[config.mk]
export PLATFORM = sky130hd
export DESIGN_NAME = ahb_slave_if
export DESIGN_NICKNAME = d
export VERILOG_FILES = /design/src/rtl/ahb_slave_if.sv
export SDC_FILE = /design/constraint.sdc
export NUM_CORES = 1
export LEC_CHECK = 0
export ABC_AREA = 1
export ABC_CLOCK_PERIOD_IN_PS = 1650
export CAP_MARGIN = 20
export CORE_MARGIN = 2
export CORE_UTILIZATION = 33
export DETAILED_ROUTE_END_ITERATION = 10
export GPL_TIMING_DRIVEN = 0
export PLACE_DENSITY = 0.8
export REMOVE_ABC_BUFFERS = 1
export SETUP_SLACK_MARGIN = 0.15
export SYNTH_ARGS = -nofsm -noshare
export SYNTH_HDL_FRONTEND = slang
export SYNTH_SLANG_ARGS = --single-unit
[constraint.sdc]
create_clock -name ahb_clk_in -period 1.65 [get_ports ahb_clk_in]
set_input_delay 0.495 -clock ahb_clk_in [delete_from_list [all_inputs] [get_ports ahb_clk_in]]
set_output_delay 0.495 -clock ahb_clk_in [all_outputs]
set_load 0.02 [all_outputs]
[src/rtl/ahb_slave_if.sv]
// AHB slave front end: each accepted NONSEQ/SEQ transfer becomes one backend request on other_*.
// Optional backend wait limit is compiled in when AHB_SLAVE_TIMEOUT_EN is defined.
module ahb_slave_if #(
  parameter int AHB_ADDR_WIDTH = 32,
  parameter int AHB_DATA_WIDTH = 32,
  parameter int TIMEOUT_CYCLES = 16
) (
  input  logic                        ahb_clk_in,
  input  logic                        ahb_rstn_in,
  input  logic                        ahb_sel_in,
  input  logic [AHB_ADDR_WIDTH-1:0]   ahb_addr_in,
  input  logic [1:0]                  ahb_trans_in,
  input  logic                        ahb_write_in,
  input  logic [2:0]                  ahb_size_in,
  input  logic [2:0]                  ahb_burst_in,
  input  logic [3:0]                  ahb_prot_in,
  input  logic [AHB_DATA_WIDTH/8-1:0] ahb_strb_in,
  input  logic [AHB_DATA_WIDTH-1:0]   ahb_wdata_in,
  input  logic                        ahb_ready_in,
  output logic                        ahb_readyout_out,
  output logic                        ahb_resp_out,
  output logic [AHB_DATA_WIDTH-1:0]   ahb_rdata_out,
  output logic                        other_valid_out,
  output logic                        other_write_out,
  output logic [AHB_ADDR_WIDTH-1:0]   other_addr_out,
  output logic [2:0]                  other_size_out,
  output logic [3:0]                  other_prot_out,
  output logic [AHB_DATA_WIDTH/8-1:0] other_strb_out,
  output logic [AHB_DATA_WIDTH-1:0]   other_wdata_out,
  input  logic                        other_ready_in,
  input  logic                        other_error_in,
  input  logic [AHB_DATA_WIDTH-1:0]   other_rdata_in
);

  typedef enum logic [2:0] {
    S_IDLE   = 3'd0,
    S_ACCESS = 3'd1,
    S_DONE   = 3'd2,
    S_ERR1   = 3'd3,
    S_ERR2   = 3'd4
  } state_t;

  state_t                      r_state;
  state_t                      w_state_next;
  logic [AHB_ADDR_WIDTH-1:0]   r_addr;
  logic                        r_write;
  logic [2:0]                  r_size;
  logic [3:0]                  r_prot;
  logic [AHB_DATA_WIDTH-1:0]   r_rdata;

  logic w_accept;
  logic w_size_bad;
  logic w_misaligned;
  logic w_access;
  logic w_wr_access;
  logic w_load_rdata;
  logic w_timeout;
  logic w_unused_burst;

  assign w_unused_burst = ^ahb_burst_in;

  assign w_access     = (r_state == S_ACCESS);
  assign w_wr_access  = w_access && r_write;
  assign w_size_bad   = ((32'd8 << ahb_size_in) > 32'(AHB_DATA_WIDTH));
  assign w_misaligned = |(ahb_addr_in & ~({AHB_ADDR_WIDTH{1'b1}} << ahb_size_in));
  // New address phases are only taken while the previous data phase is completing.
  assign w_accept     = ahb_sel_in && ahb_ready_in && ahb_trans_in[1] &&
                        ((r_state == S_IDLE) || (r_state == S_DONE) || (r_state == S_ERR2));
  assign w_load_rdata = w_access && other_ready_in && !other_error_in && !r_write;

`ifdef AHB_SLAVE_TIMEOUT_EN
  localparam int CNT_W = $clog2(TIMEOUT_CYCLES + 1);
  logic [CNT_W-1:0] r_to_cnt;

  always_ff @(posedge ahb_clk_in) begin
    if (!ahb_rstn_in) begin
      r_to_cnt <= '0;
    end else if (w_accept) begin
      r_to_cnt <= '0;
    end else if (w_access && !other_ready_in) begin
      r_to_cnt <= r_to_cnt + 1'b1;
    end
  end

  assign w_timeout = w_access && !other_ready_in &&
                     (r_to_cnt == CNT_W'(TIMEOUT_CYCLES - 1));
`else
  logic w_unused_timeout;
  assign w_unused_timeout = (TIMEOUT_CYCLES > 0);
  assign w_timeout        = 1'b0;
`endif

  always_comb begin
    w_state_next = r_state;
    case (r_state)
      S_IDLE, S_DONE, S_ERR2: begin
        if (w_accept) begin
          w_state_next = (w_size_bad || w_misaligned) ? S_ERR1 : S_ACCESS;
        end else begin
          w_state_next = S_IDLE;
        end
      end
      S_ACCESS: begin
        if (other_ready_in) begin
          w_state_next = other_error_in ? S_ERR1 : S_DONE;
        end else if (w_timeout) begin
          w_state_next = S_ERR1;
        end
      end
      S_ERR1:  w_state_next = S_ERR2;
      default: w_state_next = S_IDLE;
    endcase
  end

  always_ff @(posedge ahb_clk_in) begin
    if (!ahb_rstn_in) begin
      r_state <= S_IDLE;
      r_addr  <= '0;
      r_write <= 1'b0;
      r_size  <= '0;
      r_prot  <= '0;
      r_rdata <= '0;
    end else begin
      r_state <= w_state_next;
      if (w_accept) begin
        r_addr  <= ahb_addr_in;
        r_write <= ahb_write_in;
        r_size  <= ahb_size_in;
        r_prot  <= ahb_prot_in;
      end
      // Read data lives for the DONE cycle only, then returns to zero.
      r_rdata <= w_load_rdata ? other_rdata_in : '0;
    end
  end

  assign ahb_readyout_out = !((r_state == S_ACCESS) || (r_state == S_ERR1));
  assign ahb_resp_out     = (r_state == S_ERR1) || (r_state == S_ERR2);
  assign ahb_rdata_out    = r_rdata;
  assign other_valid_out  = w_access;
  assign other_write_out  = r_write;
  assign other_addr_out   = r_addr;
  assign other_size_out   = r_size;
  assign other_prot_out   = r_prot;
  assign other_wdata_out  = w_wr_access ? ahb_wdata_in : '0;
  assign other_strb_out   = w_wr_access ? ahb_strb_in : '0;

endmodule

==> results.cfg, run 1 <==
[timing]
slew_headroom = 0.715
rsz0062_at_grt = true
fin_ws_ns = -0.382
clock_skew_ns = 0.0120
tightest_slew_ns = 0.426
drv_slew = 0
timing.final.crit_share = 1.23
fin_crit_ns = 2.03
finalSetupViolations = 39
hold_violations = 0
fmax_mhz = 492

[floorplan]
die_x_um = 98.0
rows = 34
start_util = 0.338
core-area_mm2 = 0.00864
die_height_um = 98.0
io_pins = 230
dieArea_mm2 = 0.00961

[power]
p_leak_uw = 0.00284
powerDensity_mw_per_mm2 = 680
ir_worst_vdd_uv = 461
fin_total_pwr_uw = 4090

[routing]
routed_wl_um = 12100
avgRoutedWirePerCell_um = 15.9
vias = 3402
viasPerCell = 4.50
antenna_left = 0
route.detailed.drc = 0
drtPass1Iterations = 4
drt_iter0_drc = 106

[cts]
cts_max_level = 3
insertion_delay_ns = 0.34
clock-sinks = 75
cts_buffers = 9
cts_tree = done
clockRootBuffer = clkbuf_8
clkSlewWorstSetupHoldPaths_ns = 0.07
hold_buffers = 0
clk_path_buf_depth = 2

[final_layout]
drive_above_1_share = 0.369
fin_nets = 762
fillers = 704
multi_input_area_mm2 = 0.00140
antennaDiodeCount = 0
area_delta_synth_final_pct = 106
final_common_cell = clkdlybuf4s50_1
regArea_mm2 = 0.00151
most-common-layout-cells = clkdlybuf4s50_1, nor2_1, inv_1
design_area_mm2 = 0.00602

[placed_design]
place.port_buffers = 225
hpwl_um = 7020
place_area_mm2 = 0.00520
gp_congestion = 0.774

[min_path]
hold_end = other_size_out[2]
min_from = other_size_out[2]
whs_path_depth = 2
worstHoldPathType = reg -> reg

[critical_path]
worstPathArrival_ns = 1.54
start_kind = register
rr_worst_depth = 8
cp_common_cell = nor2_4
end_kind = output port
r2r_end = other_addr_out[19]
critPathSlowestCell = dfxtp_2
path_cells = inv_2 -> nand2_4 -> nor2_4 -> buf_12 -> nand2_8 -> nor2_4 -> buf_6
reg2reg_from = r_state[2]
r2r_slack_ns = 0.21
max_stage_delay_ns = 0.33
crit_fanout = 9
critPathRequiredTime_ns = 1.15
critical_path_class = reg -> out

[yosys]
synth_compound_area_frac = 0.0738
synthTopCellsByArea = dfxtp_1, nor2_1, inv_1, o21ai_0, nor2_2
synthMuxAreaShare = 0
syn-cell-area_mm2 = 0.00292
synth_area_leader_cell = dfxtp_1
syn_inst = 384
synth_seq_cells = 75
synth_adder_area_share = 0
synth_top_family_by_area = simple AND/OR/NAND/NOR gates
synth_simple_gate_area_frac = 0.266
yosys_warnings = 0
synthXorXnorAreaFrac = 0
yosysSeqAreaShare = 0.515
yosysTopAreaCellShare = 0.515
yosysUniqueCellTypes = 18
syn_area_per_cell_um2 = 7.60

[grt]
overflow = 0
grt_pass1_vias = 3391
grt_start_max_net_pins = 42
antenna_found_initial = 0
grtUsageTotal = 0.234
grt_pass1_wl_um = 17600

[status]
violations = negative setup slack
status = finished, violations left

[flow_run]
maxCapViolations = 0
-- per-stage QoR --
stage / utilization / TNS [ns] / worst slack [ns] / instances / hold slack [ns]
finish: 0.697 / -13.40 / -0.382 / 756 / 0.462
global route: 0.697 / -15.26 / -0.433 / 756 / 0.510
CTS: 0.693 / -10.85 / -0.305 / 741 / 0.461
detailed placement: 0.602 / -92.44 / -1.09 / 700 / 0.450
global placement: 0.599 / -109.10 / -1.48 / 699 / 0.457
floorplan: - / -6.70 / -0.167 / 366 / 0.483
-- kinds of logic (layout without fill, tap and decap cells) --
group                  count (synthesis)  after routing
and+or+nand+nor                      171            180
buffers and inverters                 95            350
DFF                                   75             75
AOI/OAI and AO/OA                     43             43
-- cell type report --
class                      instances  area share
clock buffer                      11      0.0218
sequential                        75       0.251
tap                              108      0.0225
multi-input combinational        223       0.233
clock inverter                     5      0.0104
timing repair buffer             254       0.407
timing repair inverter             3     0.00437
inverter                          77      0.0501
-- flip-flops by register name, indices dropped and copies added, names as in the netlist --
signal and flops:
other_addr_out 32, ahb_rdata_out 32, other_write_out 1, other_size_out 3
r_state 3, other_prot_out 4
-- timing repair --
action,4_1_cts,5_1_grt
endpoints found under the hold margin,0,0
setup endpoints to repair,186,142
gates resized for setup,460,95
pin swaps,9,11
buffers inserted,16,12
cloned,9,3
-- cells in the mapped netlist --
| cell | count |
|---|---|
| buf_1 | 1 |
| nand4_4 | 1 |
| nor2_4 | 4 |
| nand2_1 | 12 |
| o21ai_0 | 41 |
| nor2_2 | 28 |
| dfxtp_1 | 75 |
| clkbuf_1 | 3 |
| inv_2 | 2 |
| buf_2 | 4 |
| buf_6 | 7 |
| nand2_2 | 1 |
| nand3_1 | 5 |
| inv_1 | 75 |
| buf_4 | 3 |
| nor2_1 | 119 |
| a21oi_1 | 2 |
| nand2_4 | 1 |
-- report_power, final --
| part | switching [µW] | total, µW | internal [µW] |
|---|---|---|---|
| Clock | 682 | 1390 | 711 |
| Combinational | 375 | 799 | 424 |
| Sequential | 30.7 | 1900 | 1870 |
-- worst max path at each step --
stage,startpoint,to,slack [ns],cells after the start
5_1_grt,r_state[2],other_wdata_out[6],-0.43,7
3_3_place_gp,ahb_rstn_in,ahb_rdata_out[31],-1.48,3
3_5_place_dp,ahb_sel_in,other_addr_out[14],-1.09,6
2_1_floorplan,r_state[2],other_strb_out[0],-0.17,5
6_report,r_state[2],other_wdata_out[6],-0.38,7
4_1_cts,r_state[2],other_valid_out,-0.30,5
-- critical path: cells and delay by family, from the launching register on --
kind | cells | cell delay, ns
and+or+nand+nor | 4 | 0.46
buffers and inverters | 3 | 0.38
DFF | 1 | 0.33
-- layer usage --
metal  share of wire  up-vias  global-route usage  wire length (µm)
met5               0        -                   0                 0
li1                -     1652                   -                 -
met4           0.018        0              0.0620               222
met3           0.088       22              0.0945              1060
met2            0.54      164               0.417              6480
met1            0.36     1564               0.258              4300
Power figures use the tool's default switching activity.
==> run 2, diff against run 1 <==
Settings changed: PLACE_DENSITY 0.8 to default, PLACE_DENSITY_LB_ADDON from default to 0.3.
==> run 2 against run 1 <==
  * The flow still finishes with violations (negative setup slack)
  * Register-to-register slack got worse by 0.18 ns
  * Non-clock buffer count fell by 11
  * Sequential share of layout area barely moved
  * Clock-buffer cell count did not move
  * Critical endpoint is now other_strb_out[1]
==> results.cfg, run 2 (same netlist as run 1, synthesis figures left out) <==
[cts]
cts_tree = done
insertion_delay_ns = 0.35
clock-sinks = 75
cts_max_level = 3
hold_buffers = 0
clockRootBuffer = clkbuf_8
clk_path_buf_depth = 2
clkSlewWorstSetupHoldPaths_ns = 0.07
cts_buffers = 9

[final_layout]
post-route-util = 0.695
most-common-layout-cells = clkdlybuf4s50_1, nor2_1, inv_1
area_delta_synth_final_pct = 106
fillers = 673
antennaDiodeCount = 0
drive_above_1_share = 0.326
final_common_cell = clkdlybuf4s50_1
multi_input_area_mm2 = 0.00144
regArea_mm2 = 0.00151
fin_nets = 749

[routing]
viasPerCell = 4.42
vias = 3283
drtPass1Iterations = 4
route.detailed.drc = 0
antenna_left = 0
drt_iter0_drc = 53
avgRoutedWirePerCell_um = 14.6
routed_wl_um = 10800

[timing]
hold_violations = 0
tns_ns = -8.87
timing.final.crit_share = 1.17
fin_crit_ns = 1.92
rsz0062_at_grt = true
fin_ws_ns = -0.274
clock_skew_ns = 0.0195
drv_slew = 0
tightest_slew_ns = 0.516
slew_headroom = 0.656
hold_ws_ns = 0.469
finalSetupViolations = 37
fmax_mhz = 520

[critical_path]
r2r_end = ahb_rdata_out[18]
critical_path_class = reg -> out
crit_fanout = 9
critPathRequiredTime_ns = 1.15
worstPathArrival_ns = 1.43
path_cells = inv_2 -> nand2_2 -> nor2_4 -> buf_12 -> nand2_8 -> nor2_2 -> buf_6
rr_worst_depth = 9
end_kind = output port
r2r_slack_ns = 0.03
critPathSlowestCell = dfxtp_2
max_stage_delay_ns = 0.33
start_kind = register
reg2reg_from = r_state[2]

[min_path]
min_from = other_size_out[2]
whs_path_depth = 2
worstHoldPathType = reg -> reg
hold_end = other_size_out[2]

[floorplan]
core-area_mm2 = 0.00864
die_height_um = 98.0
dieArea_mm2 = 0.00961
rows = 34
start_util = 0.338
die_x_um = 98.0
io_pins = 230

[power]
powerDensity_mw_per_mm2 = 690
p_leak_uw = 0.00279
ir_worst_vdd_uv = 475

[grt]
grtUsageTotal = 0.210
grt_pass1_wl_um = 16000
antenna_found_initial = 0
grt_pass1_vias = 3232
overflow = 0
grt_start_max_net_pins = 42

[placed_design]
hpwl_um = 6540
gp_congestion = 0.755
place.port_buffers = 225

[status]
violations = negative setup slack
status = finished, violations left

[flow_run]
maxCapViolations = 0
run 2: worst max-delay path by stage:
stage / slack (ns) / to / from
global placement: -1.45 / ahb_rdata_out[20] / ahb_rstn_in
global route: -0.34 / other_strb_out[1] / r_state[2]
CTS: -0.30 / other_wdata_out[1] / r_state[2]
detailed placement: -1.04 / other_addr_out[15] / ahb_trans_in[1]
finish: -0.27 / other_strb_out[1] / r_state[2]
floorplan: -0.17 / other_strb_out[0] / r_state[2]
run 2: timing repair:
action                                  CTS  global route
gates cloned                              9             2
pin swaps                                 5             5
buffers inserted                         12             4
resized for setup                       397           126
endpoints found under the setup margin  185           158
run 2: critical path, delay by kind of cell, from the launching register on:
| family | cells | cell delay, ns |
|---|---|---|
| flip-flops | 1 | 0.33 |
| AND/OR/NAND/NOR | 4 | 0.44 |
| buffers and inverters | 3 | 0.33 |
run 2: per-layer routing:
layer / GRT usage / share of wire
met5: 0 / 0
met4: 0.0759 / 0.020
met3: 0.0651 / 0.087
met2: 0.384 / 0.51
met1: 0.226 / 0.38
run 2: cell type report:
type,count,share of cell area
Sequential cell,75,0.251
Clock buffer,11,0.0252
Multi-Input combinational cell,224,0.240
Inverter,77,0.0509
Clock inverter,5,0.0100
Timing Repair Buffer,243,0.401
Tap cell,108,0.0225
run 2: where the power goes:
group	internal, µW	total [µW]	switching (µW)
Combinational	402	759	358
Clock	787	1480	694
Sequential	1870	1900	30.7
Total	3060	4140	1080
run 2: stage by stage:
step	total power, µW	area [µm²]	cells	setup WS (ns)
after floorplan	2150	2780	366	-0.167
after global placement	2580	5170	699	-1.45
after detailed placement	2590	5180	700	-1.04
after CTS	4130	5760	737	-0.304
after global routing	4310	6000	743	-0.344
final	4140	6000	743	-0.274
